<file path="src/rtl/xps2_tx.sv">
// ---------------------------------------------------------------------------
// xps2_tx -- PS/2 host-to-device byte transmitter
//
// A bus write in IDLE latches one byte. The block then inhibits the PS/2
// clock, presents the start bit and releases the clock. It shifts out data
// (LSB first), odd parity and stop on successive device clock falling edges.
// Finally it samples the device acknowledge and waits for the bus to go idle.
//
// Ports
//   clk          system clock, all logic on the rising edge
//   rst          synchronous active-high reset
//   sel, we      bus select / write enable; sel & we in IDLE starts a frame
//   data_in      byte to transmit
//   data_out     status {err, done, busy, last accepted byte}
//   ps2_clk_in   raw PS/2 clock line (asynchronous)
//   ps2_data_in  raw PS/2 data line (asynchronous)
//   ps2_clk_oe   1 = pull PS/2 clock low (open drain), registered
//   ps2_data_oe  1 = pull PS/2 data low (open drain), registered
//   o_dbg_state  current FSM state, for observation only
// ---------------------------------------------------------------------------
module xps2_tx #(
  parameter int INHIBIT_CYC = 5000,
  parameter int TIMEOUT_CYC = 750000
) (
  input  logic        clk,
  input  logic        rst,
  input  logic        sel,
  input  logic        we,
  input  logic [7:0]  data_in,
  output logic [10:0] data_out,
  input  logic        ps2_clk_in,
  input  logic        ps2_data_in,
  output logic        ps2_clk_oe,
  output logic        ps2_data_oe,
  output logic [2:0]  o_dbg_state
);

  typedef enum logic [2:0] {
    S_IDLE      = 3'd0,
    S_INHIBIT   = 3'd1,
    S_XFER      = 3'd2,
    S_ACK       = 3'd3,
    S_WAIT_IDLE = 3'd4
  } state_t;

  // One counter serves both the inhibit period and the edge timeout, since
  // the two are never needed at the same time.
  localparam int CNT_MAX = (INHIBIT_CYC > TIMEOUT_CYC) ? INHIBIT_CYC : TIMEOUT_CYC;
  localparam int CNT_W   = $clog2(CNT_MAX + 1);
  localparam logic [CNT_W-1:0] INH_LAST = CNT_W'(INHIBIT_CYC - 1);
  localparam logic [CNT_W-1:0] TO_LAST  = CNT_W'(TIMEOUT_CYC - 1);

  // Synchronizers; reset to 1 so an idle bus never looks like a falling edge
  logic r_clk_meta, r_clk_sync, r_clk_prev;
  logic r_data_meta, r_data_sync;

  // State and datapath registers
  state_t           r_state;
  logic [CNT_W-1:0] r_cnt;
  logic [3:0]       r_bit_cnt;
  logic [7:0]       r_byte;
  logic             r_parity;
  logic             r_done;
  logic             r_err;
  logic             r_clk_oe;
  logic             r_data_oe;

  // Next-state values
  state_t           w_state_nx;
  logic [CNT_W-1:0] w_cnt_nx;
  logic [3:0]       w_bit_nx;
  logic [7:0]       w_byte_nx;
  logic             w_parity_nx;
  logic             w_done_nx;
  logic             w_err_nx;
  logic             w_clk_oe_nx;
  logic             w_data_oe_nx;

  logic             w_fall;
  logic             w_wr;
  logic             w_busy;
  logic [CNT_W-1:0] w_cnt_inc;
  logic             w_timeout;

  assign w_fall    = r_clk_prev & ~r_clk_sync;
  assign w_wr      = sel & we;
  assign w_busy    = (r_state != S_IDLE);
  assign w_cnt_inc = r_cnt + 1'b1;
  assign w_timeout = (r_cnt == TO_LAST);

  always_comb begin
    w_state_nx   = r_state;
    w_cnt_nx     = r_cnt;
    w_bit_nx     = r_bit_cnt;
    w_byte_nx    = r_byte;
    w_parity_nx  = r_parity;
    w_done_nx    = r_done;
    w_err_nx     = r_err;
    w_clk_oe_nx  = r_clk_oe;
    w_data_oe_nx = r_data_oe;

    case (r_state)
      S_IDLE: begin
        if (w_wr) begin
          w_byte_nx    = data_in;
          w_parity_nx  = ~^data_in;
          w_done_nx    = 1'b0;
          w_err_nx     = 1'b0;
          w_cnt_nx     = '0;
          w_bit_nx     = 4'd0;
          w_clk_oe_nx  = 1'b1;
          // A one-cycle inhibit makes its only cycle the start-bit cycle
          w_data_oe_nx = (INH_LAST == '0);
          w_state_nx   = S_INHIBIT;
        end
      end

      S_INHIBIT: begin
        if (r_cnt == INH_LAST) begin
          w_cnt_nx    = '0;
          w_clk_oe_nx = 1'b0;
          w_state_nx  = S_XFER;
        end else begin
          w_cnt_nx = w_cnt_inc;
          // Start bit goes out during the final inhibit cycle
          if (w_cnt_inc == INH_LAST) begin
            w_data_oe_nx = 1'b1;
          end
        end
      end

      S_XFER: begin
        if (w_fall) begin
          w_cnt_nx = '0;
          w_bit_nx = r_bit_cnt + 4'd1;
          // r_bit_cnt holds the number of edges already seen (0..9)
          if (r_bit_cnt < 4'd8) begin
            w_data_oe_nx = ~r_byte[r_bit_cnt[2:0]];
          end else if (r_bit_cnt == 4'd8) begin
            w_data_oe_nx = ~r_parity;
          end else begin
            w_data_oe_nx = 1'b0;  // stop bit: release data
            w_state_nx   = S_ACK;
          end
        end else if (w_timeout) begin
          w_clk_oe_nx  = 1'b0;
          w_data_oe_nx = 1'b0;
          w_err_nx     = 1'b1;
          w_done_nx    = 1'b0;
          w_cnt_nx     = '0;
          w_bit_nx     = 4'd0;
          w_state_nx   = S_IDLE;
        end else begin
          w_cnt_nx = w_cnt_inc;
        end
      end

      S_ACK: begin
        if (w_fall) begin
          w_cnt_nx   = '0;
          w_err_nx   = r_data_sync;  // device must hold data low to ack
          w_state_nx = S_WAIT_IDLE;
        end else if (w_timeout) begin
          w_clk_oe_nx  = 1'b0;
          w_data_oe_nx = 1'b0;
          w_err_nx     = 1'b1;
          w_done_nx    = 1'b0;
          w_cnt_nx     = '0;
          w_bit_nx     = 4'd0;
          w_state_nx   = S_IDLE;
        end else begin
          w_cnt_nx = w_cnt_inc;
        end
      end

      S_WAIT_IDLE: begin
        if (r_clk_sync && r_data_sync) begin
          w_done_nx  = ~r_err;
          w_cnt_nx   = '0;
          w_bit_nx   = 4'd0;
          w_state_nx = S_IDLE;
        end else if (w_fall) begin
          w_cnt_nx = '0;
        end else if (w_timeout) begin
          w_clk_oe_nx  = 1'b0;
          w_data_oe_nx = 1'b0;
          w_err_nx     = 1'b1;
          w_done_nx    = 1'b0;
          w_cnt_nx     = '0;
          w_bit_nx     = 4'd0;
          w_state_nx   = S_IDLE;
        end else begin
          w_cnt_nx = w_cnt_inc;
        end
      end

      default: begin
        w_clk_oe_nx  = 1'b0;
        w_data_oe_nx = 1'b0;
        w_cnt_nx     = '0;
        w_bit_nx     = 4'd0;
        w_state_nx   = S_IDLE;
      end
    endcase
  end

  always_ff @(posedge clk) begin
    if (rst) begin
      r_clk_meta  <= 1'b1;
      r_clk_sync  <= 1'b1;
      r_clk_prev  <= 1'b1;
      r_data_meta <= 1'b1;
      r_data_sync <= 1'b1;
      r_state     <= S_IDLE;
      r_cnt       <= '0;
      r_bit_cnt   <= 4'd0;
      r_byte      <= 8'h00;
      r_parity    <= 1'b0;
      r_done      <= 1'b0;
      r_err       <= 1'b0;
      r_clk_oe    <= 1'b0;
      r_data_oe   <= 1'b0;
    end else begin
      r_clk_meta  <= ps2_clk_in;
      r_clk_sync  <= r_clk_meta;
      r_clk_prev  <= r_clk_sync;
      r_data_meta <= ps2_data_in;
      r_data_sync <= r_data_meta;
      r_state     <= w_state_nx;
      r_cnt       <= w_cnt_nx;
      r_bit_cnt   <= w_bit_nx;
      r_byte      <= w_byte_nx;
      r_parity    <= w_parity_nx;
      r_done      <= w_done_nx;
      r_err       <= w_err_nx;
      r_clk_oe    <= w_clk_oe_nx;
      r_data_oe   <= w_data_oe_nx;
    end
  end

  assign data_out    = {r_err, r_done, w_busy, r_byte};
  assign ps2_clk_oe  = r_clk_oe;
  assign ps2_data_oe = r_data_oe;
  assign o_dbg_state = r_state;

endmodule

</file>
<file path="config.mk">
export PLATFORM = sky130hd
export DESIGN_NAME = xps2_tx
export DESIGN_NICKNAME = d
export VERILOG_FILES = /design/src/rtl/xps2_tx.sv
export SDC_FILE = /design/constraint.sdc
export NUM_CORES = 1
export LEC_CHECK = 0
export BUFFER_PORTS_ARGS = -buffer_cell sky130_fd_sc_hd__buf_2
export CORE_ASPECT_RATIO = 0.7
export CORE_MARGIN = 2
export CORE_UTILIZATION = 43
export CTS_CLUSTER_SIZE = 10
export DETAILED_ROUTE_END_ITERATION = 12
export PLACE_DENSITY_LB_ADDON = 0.25
export SLEW_MARGIN = 40
export SYNTH_ARGS = -nofsm -noshare
export SYNTH_HDL_FRONTEND = slang
export SYNTH_SLANG_ARGS = --single-unit
</file>
<file path="constraint.sdc">
create_clock -name clk -period 6.33 [get_ports clk]
set_input_delay 0.3165 -clock clk [delete_from_list [all_inputs] [get_ports clk]]
set_output_delay 0.3165 -clock clk [all_outputs]
set_load 0.01 [all_outputs]
</file>
---- After elaboration in Yosys (flattened, before gate mapping) ----
Cells that the tools add are included.
word-level totals
  output and inout port bits .............. 16
  logic and storage cells ................. 104
  register bits after elaboration ......... 45
cells by class
  $lt $le $gt $ge ......................... 2
  mux-type cells .......................... 49
  bitwise gates (word level) .............. 7
  equality and inequality tests ........... 16
  add/sub/neg operators ................... 2
  reductions and logical operators ........ 14
operators with widths
  cell                   count
  $mux 20                5
  $pmux 20 s4            1
  $eq 20x13->1 const B   2
  $mux 3                 9
  $mux 1                 22
  $add 20x1->20 const B  1
  $eq 20x20->1 const B   1
  $mux 4                 5
  $pmux 4 s5             1
  $pmux 3 s5             1
  $ne 2x2->1 const B     5
  $ne 3x3->1 const B     3
  $pmux 1 s4             2
  $reduce_xnor 8->1      1
  $eq 3x2->1 const B     2
  $reduce_and 2->1       3
  $reduce_and 3->1       2
  $reduce_bool 3->1      2
  $not 1->1              5
  $pmux 1 s5             1
  $reduce_and 5->1       1
  $add 4x1->4 const B    1
  $eq 4x4->1 const B     1
  $lt 3x4->1 const B     1
  11 further kinds       12

---- Longest topological paths before layout ----
Gate-level depths: netlist of the first run.
  depth after elaboration ................. 6
  mapped depth ............................ 9
  mapped depth without buffers ............ 8

---- Least setup slack after synthesis of the first run ----
Ideal clock, no wire load.
  path type ............................... register to register
  from .................................... register r_cnt[1]
  to ...................................... register r_data_oe (netlist: ps2_data_oe)
  slack ................................... 4.289 ns
  data required time ...................... 6.207 ns
  stages on the path, launching flop included .. 9
  arrival time ............................ 1.919 ns
  period minus slack after synthesis ...... 2.041 ns
  buffers on the path ..................... 0
  path through ............................ dfxtp_1 > ha_1 > nand4_1 > nor4_1 > xnor2_1 > o21ai_0 > nor4_1 > a31oi_1 > mux2i_1
between the ends
  longest elaborated chain between the ends .. 5
  elaborated cells between the ends (all ways) .. 12
  classes of those cells .................. add/sub (1); eq/ne (5); mux (5); reduce/logical (1)
RTL lines
  item                                                                   RTL line  source
  start, declared                                                        59        logic [CNT_W-1:0] r_cnt;
  start signal, assigned                                                 230       r_cnt <= w_cnt_nx;
  parallel branches: the longest is 5 deep, another holds $add 20x1->20  n/a
  end signal, assigned                                                   237       r_data_oe <= w_data_oe_nx;
  end, declared                                                          66        logic r_data_oe;
Parallel ways; which one is timed is not known. The select of a mux whose other input is x is not followed.
A chain may end at the register's enable or synchronous reset.

---- Worst setup path after layout of the first run ----
  from .................................... register r_cnt[1]
  to ...................................... register r_cnt[18]
between the ends
  longest elaborated chain between the ends .. 5
  elaborated cells between the ends (all ways) .. 8
  classes of those cells .................. add/sub (1); eq/ne (2); mux (5)
RTL lines
  item                                           RTL line       source
  $add 20x1->20 or $eq 20x20->1 (tied branches)  88, 89
  $mux 20                                        145, 163, 184
  $mux 20                                        159            if (w_fall) begin
  $mux 20                                        177            if (r_clk_sync && r_data_sync) begin
  $pmux 20 s4 *                                  102            case (r_state)
Every way passes the cells marked *; elsewhere a longest branch is shown, timed or not.

==> results of run 1 <==
worst reg2reg max path, stage by stage, from the launching register on:
cell	delay [ns]
dfxtp_1	0.38
ha_1	0.32
nand3_1	0.25
nor4_2	0.52
o21a_1	0.67
o21ai_0	0.21
a21oi_1	0.18
nor2_1	0.05
cells in the final DEF, fill, tap and decap left out, types with 3 or more instances in the layout:
cell | netlist | final
nand2b_1 | 9 | 9
o21ai_0 | 20 | 20
dfxtp_1 | 45 | 45
nor3_1 | 11 | 11
o211ai_1 | 4 | 4
nand3_1 | 15 | 15
a211oi_1 | 4 | 4
a21oi_1 | 44 | 43
inv_1 | 6 | 6
or3_1 | 4 | 4
a21o_1 | 3 | 3
nor2b_1 | 4 | 4
nand4_1 | 8 | 8
a31oi_1 | 7 | 7
xnor2_1 | 12 | 12
buf_2 | 14 | 28
ha_1 | 4 | 4
or2_2 | 6 | 6
nor4_1 | 4 | 4
nor3b_1 | 5 | 5
clkbuf_8 | 0 | 5
nand2_1 | 38 | 38
nor2_1 | 37 | 37
o21ai_1 | 6 | 5
and2_1 | 4 | 4
mux2i_1 | 3 | 3
metal layers:
| layer | track usage [%] | share of wire [%] | vias to the layer above |
|---|---|---|---|
| met3 | 3.85 | 7.6 | 2 |
| li1 | - | - | 1339 |
| met4 | 3.81 | 0.35 | 0 |
| met2 | 27.0 | 39 | 126 |
| met1 | 34.8 | 53 | 1228 |
| met5 | 0 | 0 | - |
per-stage QoR:
stage	instances	setup slack, ns	instance area [um^2]	hold WS [ns]	utilization (%)
global route	454	3.35	3010	0.198	48.3
detailed placement	446	3.71	2880	0.403	46.4
CTS	454	3.67	3000	0.188	48.2
floorplan	366	4.29	2770	0.389	-
finish	454	3.64	3010	0.196	48.3
global placement	446	3.50	2870	0.400	46.2
sequential cells by signal, indices dropped and copies added (netlist names):
register / count
ps2_data_oe: 1
r_byte: 8
r_data_meta: 1
r_err: 1
r_cnt: 20
r_clk_meta: 1
r_done: 1
r_parity: 1
r_data_sync: 1
o_dbg_state: 3
ps2_clk_oe: 1
r_clk_sync: 1
r_clk_prev: 1
r_bit_cnt: 4
power groups by stage:
stage / sequential [mW] / combinational, mW / clock (mW)
global route: 0.329 / 0.289 / 0.239
detailed placement: 0.331 / 0.252 / 0
global placement: 0.330 / 0.251 / 0
floorplan: 0.323 / 0.198 / 0
CTS: 0.324 / 0.255 / 0.229
finish: 0.325 / 0.258 / 0.223
logic make-up after synthesis:
family                   after synthesis  synth area share, %
AND/OR/NAND/NOR                      163                 31.0
AO/OA/AOI/OAI                        102                 21.8
multiplexers                           5                 2.71
buffers and inverters                 33                 5.78
flip-flops                            45                 32.5
adder cells (fa/ha/maj)                4                 1.81
XOR/XNOR                              14                 4.43
path summary, 6_finish.rpt:
check | start | to | slack (ns) | cells after the start
setup reg to reg | r_cnt[1] | r_cnt[18] | 3.64 | 7
hold reg to reg | r_clk_meta | r_clk_sync | 0.42 | 1
hold / removal | ps2_data_in | r_data_meta | 0.20 | 2
setup / recovery | r_cnt[1] | r_cnt[18] | 3.64 | 7
cell type report:
cell class,instances,area (um^2)
tap,78,97.6
multi-input combinational,288,1720
clock buffer,5,68.8
inverter,6,22.5
clock inverter,3,46.3
timing repair buffer,29,148
sequential,45,901
fill,613,3210
==> flow_metrics.py, run 1 <==
metrics = {
    "worst_hold_path": {
        "hold_path.class": "input pin to register",
    },
    "global_route": {
        "grt.total_usage_pct": 20.8,
        "grt_max_degree": 49,
        "grt_first_pass_wirelength_um": 12000,
        "grt_overflow": 0,
        "antenna_found_initial": 0,
        "grt_pass1_vias": 2335,
    },
    "drt": {
        "wirelength_um": 7150,
        "drt_iter0_markers": 383,
        "drt-pass1-iter-count": 4,
        "postRouteAntennaNets": 0,
        "vias_per_cell": 5.94,
        "drc": 0,
        "routedWlPerCell_um": 15.7,
        "vias": 2695,
    },
    "worst_setup_path": {
        "crit_arrival_ns": 2.87,
        "path_buf_inv": 0,
        "worst_path_max_delay_cell": "o21a_1",
        "crit_chain": "ha_1 > nand3_1 > nor4_2 > o21a_1 > o21ai_0 > a21oi_1 > nor2_1",
        "cp_slowest_stage_delay_ns": 0.67,
        "crit_family": "compound AO/OA/AOI/OAI gates",
        "critPathKind": "register to register",
        "setup.worst_path.start_class": "register",
        "path_max_fanout": 22,
        "required_ns": 6.50,
        "worstSetupEndpointType": "register",
    },
    "clock_tree": {
        "cts_buffers": 5,
        "cts_setup_buffers": 0,
        "htreeDepth": 2,
        "clk_latency_ns": 0.30,
        "cts-root-buf": "clkbuf_8",
        "clockBufferDepth": 2,
        "clkTransAtPathRegs_ns": 0.09,
        "clock-sinks": 45,
        "holdBufCountCts": 0,
        "tritoncts": "yes",
        "cts.repair.resized": 0,
    },
    "run_status": {
        "status": "finished, final reports clean",
    },
    "floorplanning": {
        "die_width_um": 99.9,
        "num_rows": 24,
        "floorplan.die.height_um": 71.1,
        "core_um2": 6220,
        "ios": 30,
        "die-area_um2": 7110,
        "initial_core_util_pct": 44.5,
    },
    "synthesis": {
        "syn_inst": 366,
        "synth_cell_type_count": 50,
        "synth_edf_count": 0,
        "synth.most_common_cell": "dfxtp_1",
        "synth_top_area_cell": "dfxtp_1",
        "mappedNetlistNets": 384,
        "ys_seq_area_share_pct": 32.5,
        "yosys_warnings": 0,
        "synth_common_cells": "45 x dfxtp_1, 44 x a21oi_1, 38 x nand2_1",
        "synth_seq_cells": 45,
        "synthArstFlopShare_pct": 0,
        "synth.avg_cell_area_um2": 7.57,
        "synth.area.top_cells": "dfxtp_1 33%, a21oi_1 8.0%, nand2_1 5.2%, nor2_1 5.0%, xnor2_1 3.8%",
        "synth_top_area_share_pct": 32.5,
        "syn_area_um2": 2770,
        "ys.flop_type": "dfxtp_1",
    },
    "job": {
        "cap_violations": 0,
    },
    "finish": {
        "drive_gt1_share_pct": 14.6,
        "nNetsFinal": 393,
        "areaGrowthSynthToFinish_pct": 8.54,
        "n_antenna_cell": 0,
    },
    "placement": {
        "place.gp.congestion": 0.920,
        "io_buffers": 29,
        "dp_hpwl_um": 4950,
    },
    "power": {
        "p_int_uw": 502,
        "p_total_uw": 805,
        "ir_worst_vdd_v": 0.000147,
        "p_per_area_nw_per_um2": 268,
        "netSwitchingFraction_pct": 37.6,
        "p_clk_share_pct": 27.7,
        "pwr-share-seq_pct": 40.3,
        "comb_power_share_pct": 32.0,
        "p_sw_uw": 303,
        "p_leak_nw": 1.04,
    },
    "timing": {
        "tns_ns": 0,
        "fin_worst_skew_ns": 0.00586,
        "fin_crit_sh_pct": 42.6,
        "fmax_mhz": 371,
        "rsz0062_at_grt": "false",
        "tightest_slew_ns": 0.792,
        "drv_slew": 0,
        "finalSetupViolCount": 0,
        "final-hold-violation-count": 0,
        "period_minus_slack_ns": 2.69,
        "maxSlewHeadroom_pct": 47.2,
    },
}
Note: power is estimated with default switching activity, not from simulation.
==> run 2, diff against run 1 <==
--- a/config.mk
+++ b/config.mk
@@ -5,6 +5,7 @@
 export SDC_FILE = /design/constraint.sdc
 export NUM_CORES = 1
 export LEC_CHECK = 0
+export ABC_AREA = 1
 export BUFFER_PORTS_ARGS = -buffer_cell sky130_fd_sc_hd__buf_2
 export CORE_ASPECT_RATIO = 0.7
 export CORE_MARGIN = 2
==> constraint.sdc (replaced) <==
create_clock -name clk -period 2.38 [get_ports clk]
set_input_delay 0.119 -clock clk [delete_from_list [all_inputs] [get_ports clk]]
set_output_delay 0.119 -clock clk [all_outputs]
set_load 0.01 [all_outputs]
==> run 2 against run 1 <==
  * Register-to-register slack worse by 3.4 ns
  * Global-route usage up 0.72 points
  * Cell area up 8.3%
  * Combinational power rose to 2.5 times the previous value
  * Flip-flop and latch count unchanged
  * Worst hold slack worse by 0.13 ns
  * Largest power group unchanged
  * Largest cell class unchanged
  * Fmax up 28%
  * Sequential share of layout area down 2.3 points
  * Final cell count up 29%
  * Die area up 4.6%
  * Non-clock buffer count up 5
  * Clock skew up 0.0031 ns
==> flow_metrics.py, run 2 <==
metrics = {
    "run_status": {
        "status": "finished, final reports clean",
    },
    "worst_setup_path": {
        "worstSetupEndpointType": "register",
        "setup.worst_path.start_class": "register",
        "cp_slowest_stage_delay_ns": 0.44,
        "crit_arrival_ns": 2.31,
        "crit_chain": "ha_1 > nand3_1 > nor3_1 > nand2_1 > nand3_1 > nand2_2 > inv_2 > o21ai_0 > nand2_1 > inv_1",
        "required_ns": 2.59,
        "critPathKind": "register to register",
        "crit_family": "simple AND/OR/NAND/NOR gates",
        "path_buf_inv": 2,
        "path_max_fanout": 16,
        "worst_path_max_delay_cell": "dfxtp_1",
    },
    "synthesis": {
        "synth_compound_area_share_pct": 13.8,
        "mappedNetlistNets": 479,
        "synth_seq_cells": 45,
        "synth_common_cells": "124 x nand2_1, 57 x inv_1, 48 x nor2_1",
        "synth_top_area_cell": "dfxtp_1",
        "synth_edf_count": 0,
        "synthAdderAreaFrac_pct": 1.72,
        "syn_inst": 461,
        "ys_seq_area_share_pct": 31.0,
        "synth_cell_type_count": 31,
        "synth.area.top_cells": "dfxtp_1 31%, nand2_1 16%, inv_1 7.4%, nor2_1 6.2%, a21oi_1 6.0%",
        "synth_top_family_by_area": "simple AND/OR/NAND/NOR gates",
        "syn_area_um2": 2900,
        "synth.most_common_cell": "nand2_1",
        "synth_xor_area_share_pct": 3.32,
        "yosys_warnings": 0,
        "synth_top_area_share_pct": 31.0,
        "yosys.area_share.simple_pct": 39.9,
        "synthArstFlopShare_pct": 0,
        "ys.flop_type": "dfxtp_1",
        "synth.area.mux_share_pct": 0,
        "synth.avg_cell_area_um2": 6.30,
    },
    "floorplanning": {
        "floorplan.die.height_um": 72.8,
        "num_rows": 25,
        "core_um2": 6630,
        "die_width_um": 102,
        "initial_core_util_pct": 43.8,
        "die-area_um2": 7440,
        "ios": 30,
    },
    "clock_tree": {
        "cts.repair.resized": 0,
        "clkTransAtPathRegs_ns": 0.09,
        "clk_latency_ns": 0.31,
        "clockBufferDepth": 2,
        "cts-root-buf": "clkbuf_8",
        "htreeDepth": 2,
        "cts_buffers": 5,
        "cts_setup_buffers": 0,
        "clock-sinks": 45,
        "tritoncts": "yes",
        "holdBufCountCts": 2,
    },
    "drt": {
        "drc": 0,
        "drt-pass1-iter-count": 5,
        "vias": 3063,
        "postRouteAntennaNets": 0,
        "wirelength_um": 7870,
        "drt_iter0_markers": 312,
        "vias_per_cell": 5.23,
        "routedWlPerCell_um": 13.4,
    },
    "worst_hold_path": {
        "hold_path.class": "input pin to register",
    },
    "power": {
        "comb_power_share_pct": 30.8,
        "p_sw_uw": 803,
        "p_leak_nw": 1.35,
        "p_int_mw": 1.33,
        "pwr-share-seq_pct": 40.9,
        "ir_worst_vdd_v": 0.000281,
        "p_clk_share_pct": 28.3,
        "p_per_area_nw_per_um2": 655,
        "netSwitchingFraction_pct": 37.6,
    },
    "finish": {
        "multi_input_area_um2": 1710,
        "fin_util_pct": 49.1,
        "top_regs": "r_cnt x20, r_byte x8, r_bit_cnt x4",
        "nFillCells": 714,
        "regMostFlops": "r_cnt",
        "final_common_cell": "nand2_1",
        "mostFrequentLayoutCells": "124 x nand2_1, 57 x inv_1, 48 x nor2_1, 45 x dfxtp_1, 35 x a21oi_1",
        "nNetsFinal": 509,
        "seq_area_um2": 901,
        "drive_gt1_share_pct": 14.2,
        "n_antenna_cell": 0,
        "largest_reg_flops": 20,
        "areaGrowthSynthToFinish_pct": 12.1,
    },
    "placement": {
        "io_buffers": 29,
        "place.gp.congestion": 0.976,
        "dp_hpwl_um": 5900,
        "place_ws_ns": 0.312,
    },
    "timing": {
        "rsz0062_at_grt": "false",
        "tightest_slew_ns": 0.636,
        "fin_worst_skew_ns": 0.00900,
        "tns_ns": 0,
        "final-hold-violation-count": 0,
        "fmax_mhz": 476,
        "whs_ns": 0.0623,
        "fin_ws_ns": 0.278,
        "maxSlewHeadroom_pct": 57.6,
        "drv_slew": 0,
        "fin_crit_sh_pct": 88.3,
        "period_minus_slack_ns": 2.10,
        "finalSetupViolCount": 0,
    },
    "global_route": {
        "grt_first_pass_wirelength_um": 12400,
        "grt.total_usage_pct": 21.5,
        "grt_overflow": 0,
        "grt_max_degree": 32,
        "grt_pass1_vias": 2478,
        "antenna_found_initial": 0,
    },
    "job": {
        "cap_violations": 0,
    },
}
[run 2: cell count changes after synthesis, moves of 10 or more]
cell / change
nand2_1: +86
inv_1: +51
nand3_1: +19
buf_2: -13
nor2_1: +11
o21ai_0: +10
[run 2: worst paths after layout]
check             start          to  slack, ns  depth (start not counted)
min reg2reg  r_clk_meta  r_clk_sync       0.41                          1
max            r_cnt[0]    r_cnt[2]       0.28                         10
min          data_in[3]   r_byte[3]       0.06                          3
max reg2reg    r_cnt[0]    r_cnt[2]       0.28                         10
[run 2: power by group through the flow]
stage                     Clock, mW  Combinational (mW)  Sequential (mW)
after floorplan                   0               0.445            0.895
after global placement            0               0.639            0.887
after detailed placement          0               0.636            0.888
after CTS                     0.616               0.642            0.871
after global routing          0.649               0.719            0.881
final                         0.604               0.657            0.872
[run 2: kinds of logic after synthesis]
| logic type | after synthesis |
|---|---|
| compound gates | 75 |
| xor+xnor | 11 |
| fa+ha+maj | 4 |
| buf+inv | 72 |
| flops | 45 |
| simple gates | 254 |
[run 2: final cells by class]
type	instances	share of cell area, %
clock inverters	3	1.42
multi-input cells	344	52.4
flip-flops and latches	45	27.7
clock buffers	5	2.11
inverters	61	7.03
repair buffers	34	5.76
well taps	94	3.61
[run 2: worst min-delay path: stages]
cell and delay, ns:
buf_2 0.09, nor2_1 0.04, nor2_1 0.08
[run 2: routing by layer]
metal	wire [um]	part of all wire [%]	GRT usage, %
met4	115	1.5	5.19
met5	0	0	0
met2	2930	37	27.3
met1	4200	53	35.5
met3	618	7.9	4.60
[run 2: through the flow]
step	std cells	power, mW	area [um^2]
2_1_floorplan	461	1.34	2900
3_3_place_gp	576	1.53	3120
3_5_place_dp	576	1.52	3120
4_1_cts	586	2.13	3260
5_1_grt	586	2.25	3260
6_report	586	2.13	3260
==> run 3, diff against run 2 <==
--- a/config.mk
+++ b/config.mk
@@ -12,7 +12,7 @@
 export CORE_UTILIZATION = 43
 export CTS_CLUSTER_SIZE = 10
 export DETAILED_ROUTE_END_ITERATION = 12
-export PLACE_DENSITY_LB_ADDON = 0.25
+export PLACE_DENSITY = 0.71
 export SLEW_MARGIN = 40
 export SYNTH_ARGS = -nofsm -noshare
 export SYNTH_HDL_FRONTEND = slang
==> run 3 against run 2 <==
  * Clock power down 16%
  * Worst setup slack worse by 0.044 ns
  * Register-to-register slack worse by 0.04 ns
  * Routed wire length down 0.20%
  * Combinational power down 0.9%
  * Critical endpoint unchanged
  * Worst hold slack worse by 0.0067 ns
  * Sequential power about the same
  * Die area unchanged
  * Largest cell class unchanged
  * Critical path type unchanged
==> flow_metrics.py, run 3 (synthesis results as in run 2) <==
metrics = {
    "worst_setup_path": {
        "critPathKind": "register to register",
        "worst_path_max_delay_cell": "dfxtp_1",
        "rr_worst_depth": 10,
        "cp_slowest_stage_delay_ns": 0.44,
        "crit_arrival_ns": 2.36,
        "setup.worst_path.start_class": "register",
        "required_ns": 2.60,
        "crit_start": "r_cnt[0]",
        "worstSetupEndpointType": "register",
        "reg2reg_from": "r_cnt[0]",
        "crit_chain": "ha_1 > nand3_1 > nor3_1 > nand2_1 > nand3_1 > nand2_2 > inv_2 > o21ai_0 > nand2_1 > inv_1",
        "r2r_setup_slack_ns": 0.23,
        "path_max_fanout": 16,
        "r2r_end": "r_cnt[2]",
    },
    "clock_tree": {
        "cts_buffers": 5,
        "clock-sinks": 45,
        "cts.repair.resized": 0,
        "clk_latency_ns": 0.31,
        "cts_setup_buffers": 0,
        "tritoncts": "yes",
        "cts-root-buf": "clkbuf_8",
        "htreeDepth": 2,
        "clockBufferDepth": 2,
        "holdBufCountCts": 2,
        "clkTransAtPathRegs_ns": 0.10,
    },
    "finish": {
        "largest_reg_flops": 20,
        "final_common_cell": "nand2_1",
        "regMostFlops": "r_cnt",
        "mostFrequentLayoutCells": "124 x nand2_1, 57 x inv_1, 48 x nor2_1, 45 x dfxtp_1, 35 x a21oi_1",
        "drive_gt1_share_pct": 14.2,
        "fin_cells": 586,
        "top_regs": "r_cnt x20, r_byte x8, r_bit_cnt x4",
        "nNetsFinal": 509,
        "n_antenna_cell": 0,
        "postLayoutCellArea_um2": 3230,
        "areaGrowthSynthToFinish_pct": 11.4,
        "nFillCells": 701,
    },
    "floorplanning": {
        "die_width_um": 102,
        "die-area_um2": 7440,
        "floorplan.die.height_um": 72.8,
        "num_rows": 25,
        "initial_core_util_pct": 43.8,
        "core_um2": 6630,
        "ios": 30,
    },
    "worst_hold_path": {
        "hold_path.class": "input pin to register",
        "min_to": "r_byte[0]",
        "hold_start": "data_in[0]",
        "hold_depth": 3,
    },
    "timing": {
        "maxSlewHeadroom_pct": 60.5,
        "final-hold-violation-count": 0,
        "tightest_slew_ns": 0.593,
        "finalSetupViolCount": 0,
        "whs_ns": 0.0556,
        "tns_ns": 0,
        "drv_slew": 0,
        "fin_crit_sh_pct": 90.1,
        "fin_worst_skew_ns": 0.00686,
        "fmax_mhz": 466,
        "period_minus_slack_ns": 2.15,
        "rsz0062_at_grt": "false",
    },
    "drt": {
        "wirelength_um": 7850,
        "vias": 3096,
        "postRouteAntennaNets": 0,
        "drt_iter0_markers": 320,
        "drt-pass1-iter-count": 6,
        "routedWlPerCell_um": 13.4,
        "drc": 0,
        "vias_per_cell": 5.28,
    },
    "global_route": {
        "grt_max_degree": 32,
        "grt.total_usage_pct": 21.9,
        "grt_pass1_vias": 2563,
        "antenna_found_initial": 0,
        "grt_overflow": 0,
        "grt_first_pass_wirelength_um": 12800,
    },
    "power": {
        "p_per_area_nw_per_um2": 628,
        "ir_worst_vdd_v": 0.000345,
        "p_leak_nw": 1.34,
    },
    "placement": {
        "dp_cells": 576,
        "placed_area_um2": 3120,
        "place.gp.congestion": 1.03,
        "io_buffers": 29,
        "dp_hpwl_um": 5950,
    },
    "job": {
        "cap_violations": 0,
    },
    "run_status": {
        "status": "finished, final reports clean",
    },
}
## run 3: cell count changes in the layout (fill, tap and decap cells not counted)
cell,previous run,this run
bufinv_16,1,0
inv_6,0,2
clkinv_4,1,0
## run 3: worst max-delay path by stage
| stage | end | slack [ns] | depth (start not counted) |
|---|---|---|---|
| floorplan | ps2_data_oe | 0.66 | 12 |
| global placement | r_cnt[2] | 0.39 | 10 |
| detailed placement | r_cnt[2] | 0.28 | 10 |
| CTS | r_cnt[2] | 0.26 | 10 |
| global route | r_cnt[2] | 0.08 | 10 |
| finish | r_cnt[2] | 0.23 | 10 |
## run 3: report_power, final
part	total (mW)	internal (mW)	switching (mW)
registers	0.872	0.812	0.0603
logic	0.651	0.205	0.446
clock network	0.510	0.214	0.296
## run 3: through the flow
step | utilization, % | setup slack [ns] | power, mW
after global placement | 47.1 | 0.390 | 1.51
after detailed placement | 47.1 | 0.279 | 1.52
final | 48.8 | 0.235 | 2.03
after global routing | 48.8 | 0.0801 | 2.16
after floorplan | - | 0.662 | 1.34
after CTS | 48.8 | 0.256 | 2.04
## run 3: area by class of cell
class	count	area, um^2	share of cell area (%)
Sequential cell	45	901	27.9
Clock buffer	5	68.8	2.13
Clock inverter	3	25.0	0.774
Timing Repair Buffer	34	188	5.80
Inverter	61	229	7.08
Multi-Input combinational cell	344	1710	52.7
Tap cell	94	118	3.64
## run 3: worst max-delay path, delay by kind of cell (launching register included)
kind | cells | cell delay, ns
adders and majority gates | 1 | 0.24
buffers and inverters | 2 | 0.22
and+or+nand+nor | 6 | 1.04
AOI/OAI and AO/OA | 1 | 0.10
DFF | 1 | 0.44
## run 3: routing by layer
layer	wire length [um]	global-route usage, %	share of wire (%)
met1	3810	35.4	48
met2	3140	29.2	40
met3	836	4.69	11
met4	70	4.74	0.89
met5	0	0	0
